`config.mk`:
```
export PLATFORM = sky130hd
export DESIGN_NAME = led_sequencer
export DESIGN_NICKNAME = d
export VERILOG_FILES = /design/src/rtl/led_sequencer.sv
export SDC_FILE = /design/constraint.sdc
export NUM_CORES = 1
export LEC_CHECK = 0
export CORE_AREA = 2 2 81 67
export CTS_BUF_LIST = sky130_fd_sc_hd__clkbuf_8
export DETAILED_ROUTE_END_ITERATION = 6
export DIE_AREA = 0 0 83 69
export GPL_TIMING_DRIVEN = 0
export HOLD_SLACK_MARGIN = 0.03
export PLACE_DENSITY = 0.81
export SYNTH_ARGS = -nofsm -noshare
export SYNTH_HDL_FRONTEND = slang
export SYNTH_SLANG_ARGS = --single-unit
```
`constraint.sdc`:
```
create_clock -name clk -period 1.8 [get_ports clk]
set_input_delay 0.36 -clock clk [delete_from_list [all_inputs] [get_ports clk]]
set_output_delay 0.36 -clock clk [all_outputs]
set_load 0.01 [all_outputs]
```
`src/rtl/led_sequencer.sv`:
```
// led_sequencer: shares one status LED between a heartbeat, a one-shot
// error-code blinker and an 8-slot user pattern. All timing is in slot ticks
// produced by a free-running prescaler on the fabric clock.
//
//   state     | meaning
//   ----------+--------------------------------------------------------
//   S_IDLE    | heartbeat shown (if hb_en), arbitration on each tick
//   S_ERR_ON  | error pulse, LED on for 2 ticks
//   S_ERR_OFF | error pulse, LED off for 2 ticks
//   S_ERR_GAP | forced-off gap after the last error pulse
//   S_PAT     | user pattern, one bit per tick, MSB first
module led_sequencer #(
   parameter int TICK_DIV = 2400000,
   parameter int HB_HALF  = 5,
   parameter int ERR_GAP  = 8
) (
   input  logic       clk,
   input  logic       reset,
   input  logic       hb_en,
   input  logic       err_req,
   input  logic [3:0] err_count,
   output logic       err_ack,
   input  logic       pat_req,
   input  logic [7:0] pat_bits,
   output logic       pat_ack,
   output logic       busy,
   output logic       led
);

   localparam int PW   = $clog2(TICK_DIV);
   localparam int PHW  = $clog2(2 * HB_HALF);
   localparam int TMAX = (ERR_GAP > 8) ? ERR_GAP : 8;
   localparam int TW   = $clog2(TMAX);

   typedef enum logic [2:0] {
      S_IDLE, S_ERR_ON, S_ERR_OFF, S_ERR_GAP, S_PAT
   } state_e;

   state_e          state_q, state_d;
   logic [PW-1:0]   presc_q, presc_d;
   logic [PHW-1:0]  phase_q, phase_d, phase_nxt;
   logic [TW-1:0]   tcnt_q, tcnt_d;
   logic [3:0]      pulse_q, pulse_d;
   logic [7:0]      pat_q, pat_d;
   logic            led_q, led_d;
   logic            busy_q, busy_d;
   logic            err_ack_q, err_ack_d;
   logic            pat_ack_q, pat_ack_d;
   logic            err_grant, pat_grant;
   logic            tick;

   assign tick      = (presc_q == PW'(TICK_DIV - 1));
   assign phase_nxt = (phase_q == PHW'(2 * HB_HALF - 1)) ? '0 : phase_q + 1'b1;

   // State and output registers; everything clears on synchronous reset.
   always_ff @(posedge clk) begin
      if (reset) begin
         state_q   <= S_IDLE;
         presc_q   <= '0;
         phase_q   <= '0;
         tcnt_q    <= '0;
         pulse_q   <= '0;
         pat_q     <= '0;
         led_q     <= 1'b0;
         busy_q    <= 1'b0;
         err_ack_q <= 1'b0;
         pat_ack_q <= 1'b0;
      end else begin
         state_q   <= state_d;
         presc_q   <= presc_d;
         phase_q   <= phase_d;
         tcnt_q    <= tcnt_d;
         pulse_q   <= pulse_d;
         pat_q     <= pat_d;
         led_q     <= led_d;
         busy_q    <= busy_d;
         err_ack_q <= err_ack_d;
         pat_ack_q <= pat_ack_d;
      end
   end

   // Next state: prescaler, arbitration in IDLE and slot counting, all on ticks.
   always_comb begin
      state_d   = state_q;
      presc_d   = tick ? '0 : presc_q + 1'b1;
      phase_d   = phase_q;
      tcnt_d    = tcnt_q;
      pulse_d   = pulse_q;
      pat_d     = pat_q;
      err_grant = 1'b0;
      pat_grant = 1'b0;
      if (tick) begin
         case (state_q)
            S_IDLE: begin
               if (err_req) begin
                  err_grant = 1'b1;
                  if (err_count == 4'd0) begin
                     // Empty error code: acknowledge but keep the heartbeat running.
                     phase_d = phase_nxt;
                  end else begin
                     state_d = S_ERR_ON;
                     pulse_d = err_count;
                     tcnt_d  = TW'(1);
                  end
               end else if (pat_req) begin
                  pat_grant = 1'b1;
                  state_d   = S_PAT;
                  pat_d     = pat_bits;
                  tcnt_d    = TW'(7);
               end else begin
                  phase_d = phase_nxt;
               end
            end
            S_ERR_ON: begin
               if (tcnt_q == '0) begin
                  state_d = S_ERR_OFF;
                  tcnt_d  = TW'(1);
               end else begin
                  tcnt_d = tcnt_q - 1'b1;
               end
            end
            S_ERR_OFF: begin
               if (tcnt_q == '0) begin
                  if (pulse_q == 4'd1) begin
                     state_d = S_ERR_GAP;
                     tcnt_d  = TW'(ERR_GAP - 1);
                  end else begin
                     state_d = S_ERR_ON;
                     pulse_d = pulse_q - 1'b1;
                     tcnt_d  = TW'(1);
                  end
               end else begin
                  tcnt_d = tcnt_q - 1'b1;
               end
            end
            S_ERR_GAP: begin
               if (tcnt_q == '0) begin
                  state_d = S_IDLE;
                  phase_d = '0;
               end else begin
                  tcnt_d = tcnt_q - 1'b1;
               end
            end
            S_PAT: begin
               if (tcnt_q == '0) begin
                  state_d = S_IDLE;
                  phase_d = '0;
               end else begin
                  tcnt_d = tcnt_q - 1'b1;
                  pat_d  = {pat_q[6:0], 1'b0};
               end
            end
            default: begin
               state_d = S_IDLE;
               phase_d = '0;
            end
         endcase
      end
   end

   // Outputs are decoded from the next state so the LED changes one cycle after a tick.
   always_comb begin
      led_d     = 1'b0;
      busy_d    = (state_d != S_IDLE);
      err_ack_d = err_grant;
      pat_ack_d = pat_grant;
      case (state_d)
         S_IDLE:   led_d = hb_en && (phase_d < PHW'(HB_HALF));
         S_ERR_ON: led_d = 1'b1;
         S_PAT:    led_d = pat_d[7];
         default:  led_d = 1'b0;
      endcase
   end

   assign led     = led_q;
   assign busy    = busy_q;
   assign err_ack = err_ack_q;
   assign pat_ack = pat_ack_q;

endmodule

```
# After elaboration in Yosys (flattened, before gate mapping)
# Index checks and enable logic that the tools add are counted.
totals:
  input_bits: 17
  wordCells: 91
  out_inout_bits: 4
  ff_bits: 48
classes:
  mux: 37
  order_cmp: 1
  n_addsub: 4
  reduce_logical: 17
  n_eq_ne: 19
  bitwise_logic: 2
op_table:
  columns: ["op", "n"]
  rows:
  - ["$mux W3", 14]
  - ["$mux W4", 10]
  - ["$mux W8", 4]
  - ["$pmux W3 S4", 2]
  - ["$add A22 B1 Y22 const B", 1]
  - ["$eq A22 B22 Y1 const B", 1]
  - ["$ne A2 B2 Y1 const B", 8]
  - ["$pmux W8 S2", 1]
  - ["$pmux W4 S3", 1]
  - ["$reduce_and A5 Y1", 2]
  - ["$logic_not A3 Y1", 3]
  - ["$pmux W4 S2", 1]
  - ["$eq A3 B1 Y1 const B", 2]
  - ["$eq A3 B2 Y1 const B", 2]
  - ["$eq A3 B3 Y1 const B", 2]
  - ["$ne A3 B3 Y1 const B", 2]
  - ["$reduce_and A6 Y1", 1]
  - ["$reduce_or A2 Y1", 3]
  - ["$add A4 B1 Y4 const B", 1]
  - ["$eq A4 B1 Y1 const B", 1]
  - ["$eq A4 B4 Y1 const B", 1]
  - ["$logic_not A4 Y1", 1]
  - ["$lt A4 B3 Y1 const B", 1]
  - ["$reduce_bool A2 Y1", 2]
  - ["11 further kinds", 13]

# Longest topological paths before layout
depth:
  ltp_word: 9
  mapped_depth: 9
  mapped_depth_nobuf: 9

# Least setup slack after synthesis
# OpenSTA, ideal clock, no wires.
synth_path:
  path_type: "register to register"
  startpoint: "register tcnt_q[0]"
  endpoint: "register led_q (netlist: led)"
  path_buffers: 0
  required_ns: 1.677
  synth_period_minus_slack_ns: 1.965
  stages_incl_launch_ff: 10
  setup_time_ns: 0.123
  setup_slack_ns: -0.165
  arrival_time_ns: 1.842
  path_cell_list: "dfxtp_1 inv_1 ha_1 nor2b_1 nor4b_2 nor2_1 nor2_4 o21ai_2 a21oi_1 a21oi_1"
synth_between:
  elab_chain_cells: 7
  elab_cells_between_ends: 18
  classes_between: "order compare (1); eq/ne (2); mux (12); reduce/logical (3)"
synth_lines:
  columns: ["element", "line", "source"]
  rows:
  - ["start: declaration", "42", "logic [TW-1:0] tcnt_q, tcnt_d;"]
  - ["start signal: assignment", "72", "tcnt_q <= tcnt_d;"]
  - ["$logic_not A3 Y1 *", null, null]
  - ["$mux W4", "137, 145", null]
  - ["$pmux W4 S3", "93", "case (state_q)"]
  - ["$mux W4", "92", "if (tick) begin"]
  - ["$lt A4 B3 Y1", "168", "S_IDLE: led_d = hb_en && (phase_d < PHW'(HB_HALF));"]
  - ["$logic_and A1 B1 Y1", "168", null]
  - ["$pmux W1 S3 *", "167", "case (state_d)"]
  - ["end signal: assignment", "75", "led_q <= led_d;"]
  - ["end: declaration", "45", "logic led_q, led_d;"]
# Every way passes the cells marked *; elsewhere a longest branch is shown, timed or not. The select of a mux whose other input is x is not followed.
# A chain may end at the register's enable or synchronous reset.

# Final worst setup path
# Ends and elaborated chain as after synthesis.

==> metrics <==
core area=0.00492 mm^2; clock slew at reported path FFs=0.10 ns; global route overflow=0; Clock Power Share=39.8%; post-synthesis sequential area ratio=37.2%; RD Place Congestion=0.908; chip width=83 um; fin crit period=2.08 ns; CP endpoint kind=register; initial antenna violation count=0; Setup violations, final=24; final period utilization=115%; DR DRC count=0; I/O Pins=21; DRT Wirelength=8.52 mm; grt met3 use=5.63%; Area contributors post-synth=dfxtp_1 (37%), nor2_1 (7.3%), ha_1 (3.4%); layout cells sized above 1=38.6%; final hold viol count=0; hold path depth=1; total CTS buffers=5; commonest non-fill, non-tap cell in the layout=nor2_1; required time worst endpoint=2.05 ns; Max clock buf depth=2; Yosys warnings=0; Unique masters post-synth=59; critical path type=reg -> reg; largest area contributor in the netlist=dfxtp_1; Gate power share=7.8%; mapped cell area=0.00258 mm^2; status=finished with violations; PD cells=554 mW/mm^2; failing checks=setup timing; first-pass GRT wire length=11.2 mm; Final Slew Violations=0; WHS Endpoint=presc_q[0]; maximum VDD drop=0.550 mV; setup slack after layout=-0.276 ns; placed wire-length estimate=4.00 mm; # hold bufs at CTS=0; vias in the first global route=2,297; Crit. Startpoint=tcnt_q[0]; TritonCTS clock tree=done; flops & latches, synth=48; Post-Place Cells=386; most frequent cells in the layout=nor2_1 (41), dfxtp_1 (30), buf_4 (29), nand2_1 (18); post-route antenna net violation count=0; Reg-to-Reg Start=tcnt_q[0]; via count=2,719; Port Buffers=20; initial core utilization=52.5%; Least-Margin Pin Slew=0.703 ns; antenna cells=0; Worst-Skew Late Latency=0.31 ns; post-synth top area share=37.2%; synthesis-to-finish area growth=42.9%; post-synthesis cell count=304; TritonCTS Sinks=48; Net Sw Frac=23.6%; Avg WL per Cell=19.7 um; CTS root buffer=clkbuf_8; Die ar.=0.00573 mm^2; # nets final=393; unrepaired setup endpoints after global routing=true; startpoint types=register; CP max FO=5; worst reg2reg endpoint=led; Post-synth EDFFs=0; main flop type after synthesis=dfxtp_1; syn_nets=328; fin cells=432; HP Class=reg -> reg; Crit path arrival time=2.32 ns; part of the power in registers=52.4%; Setup WS pre-CTS=-0.811 ns; Site Rows=23; Die Ht=69 um; Hold Path Origin=presc_q[0]; global routing's busiest layer=met2; R2R cell count=10; Max Cap Viol=0; R2R Setup Slk=-0.28 ns; drt via density=6.29; Rel. slew slack=52.5%; Leak Pwr=1.38 nW; grt met1 use=32.6%; max frequency=0.482 GHz; TritonRoute pass-1 iters=5; internal power=1.56 mW; gr usage total=24.0%; switching power=482 uW; total chip power=2.05 mW; DR iter-0 viols=388; largest net degree at the start of global routing=17; syn_area_per_cell=8.50 um^2; M2 GR Usage=37.9%; CTS H-tree lvls=2; ys async rst share=0%; Setup Skew=0.00821 ns
==> per-layer routing <==
metal / part of all wire, % / vias up / wire length (um)
met3: 6.8 / 44 / 579
met2: 47 / 161 / 4020
li1: - / 1214 / -
met1: 42 / 1300 / 3540
met5: 0 / - / 0
met4: 4.5 / 0 / 384
==> logic make-up (layout without fill, tap and decap cells) <==
logic type	Yosys count	count (layout)	share of synthesized area, %
buffers and inverters	20	86	3.58
adder cells (fa/ha/maj)	8	8	3.78
AO/OA/AOI/OAI	57	57	14.8
flip-flops	48	48	37.2
multiplexers	7	7	2.71
XOR/XNOR	18	18	6.10
AND/OR/NAND/NOR	146	146	31.8
==> synth_stat cells, types with 4 or more instances <==
cell type  number
a21oi_1        12
a22o_1          6
and3_1          5
clkbuf_1        7
dfxtp_1        48
ha_1            7
inv_1           8
mux2i_1         7
nand2_1        21
nand2b_1        7
nand3_1        13
nand4_1         6
nor2_1         50
nor2b_1         6
nor3_1          9
o21ai_0        17
o31ai_1         4
xnor2_1         9
xor2_1          9
==> repair_timing <==
item / in CTS / in global routing
buffers inserted: 26 / 16
endpoints found under the setup margin: 43 / 46
pin swaps: 27 / 29
resized for setup: 64 / 65
==> worst max-delay path: stages (launching register included) <==
cell	delay (ns)
dfxtp_2	0.34
inv_4	0.07
ha_4	0.14
nor2b_4	0.20
buf_4	0.17
a21oi_4	0.06
o31ai_4	0.35
o21ai_4	0.13
nor3_2	0.26
o2111ai_2	0.14
a21oi_1	0.13
==> power groups by stage <==
stage	registers [mW]	clock network [mW]	logic (mW)
3_5_place_dp	1.10	0	0.123
4_1_cts	1.07	0.816	0.134
3_3_place_gp	1.10	0	0.121
5_1_grt	1.07	0.867	0.167
2_1_floorplan	1.10	0	0.0629
6_report	1.07	0.814	0.159
==> state kept, by name, summed over array words and instances, names as in the netlist <==
register / cells
busy: 1
pat_q: 8
pulse_q: 4
presc_q: 22
state_q: 3
pat_ack: 1
phase_q: 4
led: 1
err_ack: 1
tcnt_q: 3
==> cell type report <==
class                           instances  area (um^2)
Fill cell                             282         1230
Buffer                                  8         63.8
Inverter                                8         32.5
Timing Repair Buffer                   62          554
Sequential cell                        48          991
Multi-Input combinational cell        236         1860
Tap cell                               62         77.6
Clock inverter                          3         46.3
Clock buffer                            5         68.8
==> how the worst max path moves through the flow <==
stage	end	slack (ns)
finish	led	-0.28
CTS	led	-0.22
floorplan	led	-0.11
global route	led	-0.38
detailed placement	led	-0.81
global placement	led	-0.84
==> through the flow <==
stage / util [%] / hold WS, ns / instance area (um^2) / TNS [ns]
finish: 75.0 / 0.460 / 3690 / -3.40
global route: 75.0 / 0.472 / 3690 / -5.58
CTS: 68.2 / 0.450 / 3350 / -1.21
detailed placement: 58.8 / 0.437 / 2890 / -16.53
global placement: 58.8 / 0.432 / 2890 / -16.43
floorplan: - / 0.418 / 2610 / -0.315
No activity file was read; power rests on OpenSTA's default activity.
